### src/rtl/timer_irq_ctrl_pkg.sv
// Shared definitions for the timer interrupt controller: register map,
// STATUS bit positions and handshake state encoding.
package timer_irq_ctrl_pkg;

  localparam logic [1:0] REG_PENDING = 2'd0;
  localparam logic [1:0] REG_ENABLE  = 2'd1;
  localparam logic [1:0] REG_STATUS  = 2'd2;
  localparam logic [1:0] REG_FORCE   = 2'd3;

  localparam int GIE_BIT = 7;
  localparam int IRQ_BIT = 6;

  typedef enum logic [1:0] {
    IDLE = 2'd0,
    REQ  = 2'd1,
    DONE = 2'd2
  } irq_state_t;

endpackage

### src/rtl/timer_irq_ctrl_prio_enc.sv
// Combinational lowest-index-first priority encoder.
module timer_irq_ctrl_prio_enc #(
  parameter int NUM_SRC  = 4,
  parameter int ID_WIDTH = 3
) (
  input  logic [NUM_SRC-1:0]  req,
  output logic [ID_WIDTH-1:0] id,
  output logic                valid
);

  always_comb begin
    id    = '0;
    valid = |req;
    // Walk downward so the lowest set index is the last one written.
    for (int i = NUM_SRC - 1; i >= 0; i--) begin
      if (req[i]) id = ID_WIDTH'(i);
    end
  end

endmodule

### src/rtl/timer_irq_ctrl.sv
// Timer interrupt controller: latches timer expiry edges as pending flags,
// masks them, and raises a fixed-priority request/acknowledge interrupt.
module timer_irq_ctrl
  import timer_irq_ctrl_pkg::*;
#(
  parameter int NUM_SRC  = 4,
  parameter int ID_WIDTH = 3
) (
  input  logic                clk,
  input  logic                reset,
  input  logic [NUM_SRC-1:0]  expired,
  input  logic [1:0]          io_addr,
  input  logic [7:0]          io_wdata,
  input  logic                io_write,
  input  logic                io_read,
  output logic [7:0]          io_rdata,
  output logic                irq,
  output logic [ID_WIDTH-1:0] irq_id,
  input  logic                irq_ack
);

  logic [NUM_SRC-1:0]  expired_q_reg;
  logic [NUM_SRC-1:0]  pending_reg, pending_next;
  logic [NUM_SRC-1:0]  enable_reg, enable_next;
  logic                gie_reg, gie_next;
  irq_state_t          state_reg, state_next;
  logic [ID_WIDTH-1:0] id_reg, id_next;
  logic [7:0]          rdata_reg, rdata_next;

  logic [NUM_SRC-1:0]  rise, active;
  logic [ID_WIDTH-1:0] enc_id;
  logic                enc_valid;
  logic                wr_pending, wr_enable, wr_status, wr_force, ack_clr;
  logic [7:0]          keep_vec, pend_pad, en_pad, status_val;
  logic                unused_wdata;

  assign wr_pending = io_write && (io_addr == REG_PENDING);
  assign wr_enable  = io_write && (io_addr == REG_ENABLE);
  assign wr_status  = io_write && (io_addr == REG_STATUS);
  assign wr_force   = io_write && (io_addr == REG_FORCE);
  assign ack_clr    = (state_reg == REQ) && irq_ack;

  assign rise   = expired & ~expired_q_reg;
  assign active = pending_reg & enable_reg & {NUM_SRC{gie_reg}};

  // Set terms are OR-ed in last so a coinciding clear never wins.
  generate
    for (genvar gi = 0; gi < NUM_SRC; gi++) begin : g_pending
      assign pending_next[gi] = rise[gi] | (wr_force & io_wdata[gi]) |
                                (pending_reg[gi] &
                                 ~((wr_pending & io_wdata[gi]) |
                                   (ack_clr && (id_reg == ID_WIDTH'(gi)))));
    end
  endgenerate

  assign enable_next  = wr_enable ? io_wdata[NUM_SRC-1:0] : enable_reg;
  assign gie_next     = wr_status ? io_wdata[GIE_BIT] : gie_reg;
  assign unused_wdata = ^io_wdata;

  timer_irq_ctrl_prio_enc #(
    .NUM_SRC  (NUM_SRC),
    .ID_WIDTH (ID_WIDTH)
  ) u_prio_enc (
    .req   (active),
    .id    (enc_id),
    .valid (enc_valid)
  );

  // Cancellation looks at post-update register values so a software clear
  // drops irq on the same edge the register changes.
  always_comb begin
    keep_vec                = '0;
    keep_vec[NUM_SRC-1:0]   = pending_next & enable_next;
    state_next              = state_reg;
    id_next                 = id_reg;
    case (state_reg)
      IDLE: begin
        if (enc_valid) begin
          state_next = REQ;
          id_next    = enc_id;
        end
      end
      REQ: begin
        if (irq_ack) begin
          state_next = DONE;
        end else if (!(keep_vec[id_reg] && gie_next)) begin
          state_next = IDLE;
        end
      end
      DONE:    state_next = IDLE;
      default: state_next = IDLE;
    endcase
  end

  assign irq    = (state_reg == REQ);
  assign irq_id = irq ? id_reg : '0;

  always_comb begin
    pend_pad                   = '0;
    pend_pad[NUM_SRC-1:0]      = pending_reg;
    en_pad                     = '0;
    en_pad[NUM_SRC-1:0]        = enable_reg;
    status_val                 = '0;
    status_val[GIE_BIT]        = gie_reg;
    status_val[IRQ_BIT]        = irq;
    status_val[ID_WIDTH-1:0]   = irq_id;
    rdata_next                 = rdata_reg;
    if (io_read) begin
      case (io_addr)
        REG_PENDING: rdata_next = pend_pad;
        REG_ENABLE:  rdata_next = en_pad;
        REG_STATUS:  rdata_next = status_val;
        default:     rdata_next = '0;
      endcase
    end
  end

  always_ff @(posedge clk or negedge reset) begin
    if (!reset) begin
      expired_q_reg <= '0;
      pending_reg   <= '0;
      enable_reg    <= '0;
      gie_reg       <= 1'b0;
      state_reg     <= IDLE;
      id_reg        <= '0;
      rdata_reg     <= '0;
    end else begin
      expired_q_reg <= expired;
      pending_reg   <= pending_next;
      enable_reg    <= enable_next;
      gie_reg       <= gie_next;
      state_reg     <= state_next;
      id_reg        <= id_next;
      rdata_reg     <= rdata_next;
    end
  end

  assign io_rdata = rdata_reg;

endmodule

### config.mk
export PLATFORM = sky130hd
export DESIGN_NAME = timer_irq_ctrl
export DESIGN_NICKNAME = d
export VERILOG_FILES = /design/src/rtl/timer_irq_ctrl_pkg.sv /design/src/rtl/timer_irq_ctrl_prio_enc.sv /design/src/rtl/timer_irq_ctrl.sv
export SDC_FILE = /design/constraint.sdc
export NUM_CORES = 1
export LEC_CHECK = 0
export CAP_MARGIN = 10
export CORE_ASPECT_RATIO = 0.6
export CORE_MARGIN = 2
export CORE_UTILIZATION = 35
export CTS_BUF_LIST = sky130_fd_sc_hd__clkbuf_8
export CTS_CLUSTER_DIAMETER = 30
export DETAILED_ROUTE_END_ITERATION = 10
export PLACE_DENSITY = 0.7
export SLEW_MARGIN = 20
export SYNTH_ARGS = -nofsm -noshare
export SYNTH_HDL_FRONTEND = slang
export SYNTH_SLANG_ARGS = --single-unit
export TNS_END_PERCENT = 50
### constraint.sdc
create_clock -name clk -period 3.4 [get_ports clk]
set_clock_uncertainty 0.1 [all_clocks]
set_input_delay 0.34 -clock clk [delete_from_list [all_inputs] [get_ports clk]]
set_output_delay 0.34 -clock clk [all_outputs]
set_load 0.01 [all_outputs]
==> impl_metrics.env <==
export IMPL_grt_first_pass_wirelength_um=4420
export IMPL_post_synth_inst_count=127
export IMPL_num_vias=977
export IMPL_holdWs_ps=433
export IMPL_first_pass_iters=4
export IMPL_final_period_utilization=0.635
export IMPL_power_per_cell_area_nw_per_um2=557
export IMPL_tritoncts_clock_tree="yes"
export IMPL_global_route_usage_total=0.142
export IMPL_finalInstanceArea_um2=1530
export IMPL_start_kind="primary input"
export IMPL_num_antenna_cells=0
export IMPL_clock_sink_count=23
export IMPL_startpoint="io_addr[0]"
export IMPL_synth_async_reset_ratio=1.00
export IMPL_end_kind="flop"
export IMPL_dpl_worst_slack_ps=980
export IMPL_ys_flop_type="sky130_fd_sc_hd__dfrtp_1"
export IMPL_antenna_found_initial=0
export IMPL_worst_endpoint_arrival_ps=2240
export IMPL_grt_overflow_total=0
export IMPL_layout_setup_ws_ps=1240
export IMPL_r2r_end="state_reg[0]"
export IMPL_power_leakage_nw=0.676
export IMPL_final_hold_violating_endpoints=0
export IMPL_cpMaxStageDelayCell="sky130_fd_sc_hd__clkdlybuf4s50_1"
export IMPL_grt_setup_unrepaired="false"
export IMPL_final_max_slew_viol_count=0
export IMPL_first_global_vias=904
export IMPL_wirelength_um=2630
export IMPL_largest_family_of_logic_cells_by_synthesized_area="simple AND/OR/NAND/NOR gates"
export IMPL_crit_chain="clkdlybuf4s50_1 -> and3b_1 -> mux4_2 -> mux2i_1 -> o41a_1 -> a31oi_1"
export IMPL_post_synth_fa_ha_maj_area_fraction=0
export IMPL_cts_repair_timing_setup_buffer_count=0
export IMPL_row_count=16
export IMPL_final_layout_size_suffix_gt1_frac=0.0667
export IMPL_yosys_register_bits=23
export IMPL_synth_yosys_warnings=0
export IMPL_nets=170
export IMPL_core_area_um2=3300
export IMPL_syn_avg_cell_area_um2=9.66
export IMPL_critical_path_required_ps=3490
export IMPL_clk_insertion_delay_late_ps=260
export IMPL_vias_per_cell=5.01
export IMPL_cp_endpoint="state_reg[0]"
export IMPL_area_growth_synth_to_final_pct=24.7
export IMPL_holdCritPathClass="flop to flop"
export IMPL_grt_max_degree=24
export IMPL_place_congestion=0.884
export IMPL_clk_transition_reported_paths_ps=80
export IMPL_htree_levels=1
export IMPL_max_reg_flops=6
export IMPL_io_pins=31
export IMPL_critical_path_peak_fanout=12
export IMPL_ys_seq_area_frac=0.469
export IMPL_floorplan_die_height_um=49.9
export IMPL_postRouteAntennaNets=0
export IMPL_maxSlewHeadroom=0.664
export IMPL_synth_distinct_cells=34
export IMPL_portBuffers=24
export IMPL_clock_fmax_ghz=0.463
export IMPL_initial_cell_density_of_the_core=0.372
export IMPL_xor_and_xnor_fraction_of_the_mapped_netlist_area=0
export IMPL_cts_buffer_count=3
export IMPL_drc_errors=0
export IMPL_die_width_um=80.5
export IMPL_timing_reg2reg_setup_slack_ps=1620
export IMPL_timing_rr_start="id_reg[1]"
export IMPL_cpPeakStageDelay_ps=750
export IMPL_r2r_worst_path_cells=5
export IMPL_report_power_total_mw=0.852
export IMPL_wl_per_cell_um=13.5
export IMPL_synth_edff_count=0
export IMPL_post_dp_cell_area_um2=1480
export IMPL_max_cap_viol_count=0
export IMPL_outcome="finished, final reports clean"
export IMPL_report_final_setup_viol=0
export IMPL_synthSimpleGateAreaFrac=0.167
export IMPL_synth_compound_area_share=0.154
export IMPL_area_of_the_mapped_netlist_um2=1230
export IMPL_root_buffer="sky130_fd_sc_hd__clkbuf_8"
export IMPL_floorplan_die_area_um2=4010
export IMPL_place_detailed_hpwl_um=2090
export IMPL_tightestPinTransition_ps=504
export IMPL_totalNegativeSetupSlack_ps=0
export IMPL_synth_mux_area_fraction=0.125
export IMPL_post_route_min_period_ps=2160
export IMPL_worst_ir_drop_vdd_v=0.000221
export IMPL_starting_drc_count_in_detailed_routing=70
export IMPL_clock_path_buffers=2
export IMPL_crit_type="primary input to flop"
-- critical path, delay by kind of cell --
family	cells	cell delay, ps
and+or+nand+nor	1	380
buffers and inverters	1	750
muxes	2	320
AOI/OAI and AO/OA	2	440
-- how the worst min path moves through the flow --
stage                           start          endpoint  slack [ps]  depth (start not counted)
after global routing       expired[0]  expired_q_reg[0]         440                          1
after CTS                  expired[0]  expired_q_reg[0]         430                          1
final                     io_rdata[1]       io_rdata[1]         430                          2
after detailed placement  io_rdata[7]       io_rdata[7]         420                          2
after floorplan                 reset     enable_reg[0]         -60                          0
after global placement    io_rdata[7]       io_rdata[7]         410                          2
-- Yosys cell counts (all sizes together), types with 2 or more instances --
master	instances	area share
dfrtp	23	0.47
inv	13	0.040
nand2	13	0.040
nor2	10	0.031
buf	7	0.039
o21ai	7	0.029
a21oi	6	0.024
mux2i	6	0.049
nand3	6	0.024
mux2	4	0.037
a31oi	3	0.015
nand2b	3	0.015
nor2b	3	0.015
a21boi	2	0.012
mux4	2	0.040
o211ai	2	0.012
o221ai	2	0.014
o22ai	2	0.010
-- timing repair --
item / 4_1_cts / 5_1_grt
hold buffers: 0 / 1
hold endpoints to repair: 0 / 23
resized for setup: 0 / 0
-- power breakdown --
part	switching (mW)	leakage [nW]	internal (mW)
logic	0.145	0.375	0.151
clock network	0.0837	0.0269	0.0806
registers	0.0653	0.274	0.327
-- stage by stage --
step / utilization / std cells
finish: 0.463 / 195
global route: 0.463 / 195
CTS: 0.462 / 194
detailed placement: 0.448 / 190
global placement: 0.448 / 190
floorplan: - / 129
-- layer usage --
metal	wire length, um	GRT usage
met5	0	0
met4	0	0.0169
met3	186	0.0440
met2	1100	0.194
met1	1350	0.225
-- cells in the final DEF, fill, tap and decap left out, drive strengths merged, types with 4 or more instances in the layout --
master,instances
inv,14
nor2,10
nand2,13
a21oi,6
clkdlybuf4s50,23
mux2i,6
dfrtp,23
o21ai,7
nand3,6
mux2,4
-- final cells by class --
type	instances	area, um2
clock buffer	3	41.3
clock inverter	1	3.75
fill	308	1770
inverter	13	48.8
multi-input combinational	85	559
sequential	23	576
tap	45	56.3
timing repair buffer	25	245
-- kinds of logic after synthesis --
group,count (synthesis)
compound gates,29
mux,12
buf+inv,21
flops,23
simple gates,41
other cells,1
(Power assumes the default switching activity.)
==> RTL change 1: new RTL, same settings <==
`NUM_SRC` is set to 4 in 2 places; all go to 8.
--- a/src/rtl/timer_irq_ctrl_prio_enc.sv
+++ b/src/rtl/timer_irq_ctrl_prio_enc.sv
@@ -2,3 +2,3 @@
 module timer_irq_ctrl_prio_enc #(
-  parameter int NUM_SRC  = 4,
+  parameter int NUM_SRC  = 8,
   parameter int ID_WIDTH = 3
--- a/src/rtl/timer_irq_ctrl.sv
+++ b/src/rtl/timer_irq_ctrl.sv
@@ -5,3 +5,3 @@
 #(
-  parameter int NUM_SRC  = 4,
+  parameter int NUM_SRC  = 8,
   parameter int ID_WIDTH = 3
Ports: changed (resized expired); port bits go from 31 to 35. The function was not compared with the original's and may differ.
==> RTL change 1 against the original RTL <==
Setup slack worse by 350 ps; area after synthesis is 68% higher; count of clock-buffer cells in the layout grew 2; cell area up 68%; power up 86%; wire length up 110%; clock power is 130% higher; synthesized cell count grew 65%; sequential cell count rose by 15; critical endpoint unchanged.
==> RTL change 1: results (changes against the original RTL) <==
cells_and_area:
  final_cells: 323  # +66%
  seq_share: 0.369  # -0.00719
  nets: 265  # +56%
  multi_input_area_mm2: 0.00102  # +83%
  nClkBuffers: 5  # +2
  buf_share: 0.136  # -0.0243
  multi_input_comb_cells: 149  # +75%
  n_all_inverters: 12  # -1
  area_growth_pct: 25.0
  drive_gt1_frac: 0.0741  # +0.00741
timing:
  fin_ws_ps: 892  # -350 ps
placement:
  dp_worst_setup_slack_ps: 624  # -356 ps
  place_inst: 315  # +66%
  dp_hpwl_um: 4160  # +99%
  place.gp.congestion: 0.919  # +3.9%
  postPlaceCellArea_mm2: 0.00247  # +67%
  port_buffers: 34  # +42%
global_route:
  grt_usage: 0.179  # +0.0365
  use_met2: 0.244  # +0.0491
  use_met1: 0.279  # +0.0538
  grt_pass1_wl_um: 8860  # +100%
clock_network:
  clkSinkCount: 38  # +65%
  clk_latency_ps: 290  # +30 ps
  h-tree-depth: 2  # +1
detailed_routing:
  wl_um: 5460  # +110%
  drt_iter0_drc: 127  # +81%
  highest_layer: "met4"
  wl_met2_um: 2200  # +100%
  drt-met1-wl_um: 2640  # +96%
run_status:
  status: "finished, final reports clean"
logic_synthesis:
  muxShareOfSynthArea: 0.101  # -0.0240
  synth.top_cells.by_area: "dfrtp_1, mux2i_1, nand2_1, a21oi_1, mux4_2"
  syn_area_per_cell_um2: 9.87  # +2.1%
power_and_ir_drop:
  p_int_w: 0.00102  # +83%
  irDropWorstVdd_mv: 0.231  # +4.7%
worst_setup_path:
  max_stage_delay_ps: 550  # -200 ps
  ff2ff_setup_slack_ps: 1410  # -210 ps
[RTL change 1: cell count changes after synthesis, sizes merged, moves of 4 or more]
cell	unedited run	this run
dfrtp	23	38
nand2	13	23
a21oi	6	15
o211ai	2	8
a22o	1	6
nor2b	3	8
and2	0	4
clkbuf	1	5
mux2i	6	10
[RTL change 1: path summary, 6_finish.rpt]
check                                            to               startpoint  cells past startpoint
min in group clk            io_rdata[2]$_DFFE_PN0P_  io_rdata[2]$_DFFE_PN0P_                      1
max                        state_reg[0]$_DFFE_PN0P_               io_addr[0]                      7
max reg2reg                state_reg[0]$_DFFE_PN0P_    id_reg[1]$_DFFE_PN0P_                      5
max in group asynchronous       en_pad[4]$_DFF_PN0_                    reset                      1
min                        state_reg[1]$_DFFE_PN0P_                    reset                      1
min reg2reg                 io_rdata[2]$_DFFE_PN0P_  io_rdata[2]$_DFFE_PN0P_                      1
[RTL change 1: worst max-delay path, delay by kind of cell]
family,cells,cell delay [ps]
compound gates,4,1020
simple gates,1,480
buf+inv,2,800
==> RTL change 2: new RTL, config.mk and constraints unchanged <==
Made on the original files. The 3 states of `irq_state_t` get a one-hot encoding in 3 bits.
--- a/src/rtl/timer_irq_ctrl_pkg.sv
+++ b/src/rtl/timer_irq_ctrl_pkg.sv
@@ -12,6 +12,6 @@
 
-  typedef enum logic [1:0] {
-    IDLE = 2'd0,
-    REQ  = 2'd1,
-    DONE = 2'd2
+  typedef enum logic [2:0] {
+    IDLE = 3'b001,
+    REQ  = 3'b010,
+    DONE = 3'b100
   } irq_state_t;
Formal check against the unedited RTL: same outputs for any inputs over 10 cycles, from zero or initial values and one cycle with reset low; not proved beyond that.
==> RTL change 2 against the original RTL <==
Setup slack lost 78 ps; cell area up 2.5%; area after synthesis is 1.9% higher; critical path depth is 2 lower; sequential cell count rose by 1; wire length increased by 4.4%; count of clock-buffer cells in the layout grew 1; final cell count rose by 1.0%; sequential share of layout area increased by 0.74 points; power about the same; critical path type is now reg -> out.
==> RTL change 2: results (changes against the original RTL) <==
worst_setup_path:
  ff2ff_setup_slack_ps: 1450  # -170 ps
  worstRegToRegCells: 8  # +3
  critPathTopFamily: "simple AND/OR/NAND/NOR gates"
detailed_routing:
  drt_iter0_drc: 59  # -16%
  vias_per_cell: 5.21  # +4.1%
  post_drt_wl_per_cell_um: 14.0  # +3.4%
  drt-met1-wl_um: 1320  # -1.8%
  wl_met3_um: 299  # +61%
logic_synthesis:
  muxShareOfSynthArea: 0.101  # -0.0244
  syn-instance-count: 128  # +0.79%
  synth.distinct_cells: 39  # +15%
  ys_seq_area_frac: 0.481  # +0.0121
  synth_compound_area_frac: 0.161  # +0.00708
placement:
  place.gp.congestion: 0.888  # +0.37%
  dp_hpwl_um: 2080  # -0.50%
  place_inst: 192  # +1.1%
global_route:
  grt_usage: 0.152  # +0.00954
  use_met2: 0.201  # +0.00666
  use_met1: 0.220  # -0.00485
timing:
  holdWs_ps: 420  # -12.6 ps
  fmax_mhz: 447  # -3.5%
cells_and_area:
  nets: 172  # +1.2%
power_and_ir_drop:
  irDropWorstVdd_mv: 0.258  # +17%
  p_leak_nw: 0.673  # -0.42%
hold_path:
  hold-path-endpoint: "io_rdata[7]$_DFFE_PN0P_"
run_status:
  status: "finished, final reports clean"
## RTL change 2: cell count changes in the layout (fill, tap and decap cells not counted), sizes merged, moves of 3 or more
cell,change
o21ai,+5
inv,-7
nand3,-3
nor2b,+5
mux2,+3
nor3,+4
nor2,-4
a21oi,+5
a31oi,-3
## RTL change 2: layout make-up
| type | count | share of cell area |
|---|---|---|
| Clock buffer | 4 | 0.0351 |
| Tap cell | 45 | 0.0359 |
| Inverter | 7 | 0.0167 |
| Sequential cell | 24 | 0.384 |
| Timing Repair Buffer | 25 | 0.156 |
| Multi-Input combinational cell | 92 | 0.372 |
## RTL change 2: where the power goes
group | internal, W | switching [W] | leakage, nW | total, W
Combinational | 0.000127 | 0.000126 | 0.361 | 0.000254
Clock | 0.000103 | 0.0000921 | 0.0288 | 0.000196
Sequential | 0.000339 | 0.0000636 | 0.283 | 0.000403
Total | 0.000570 | 0.000282 | 0.673 | 0.000852
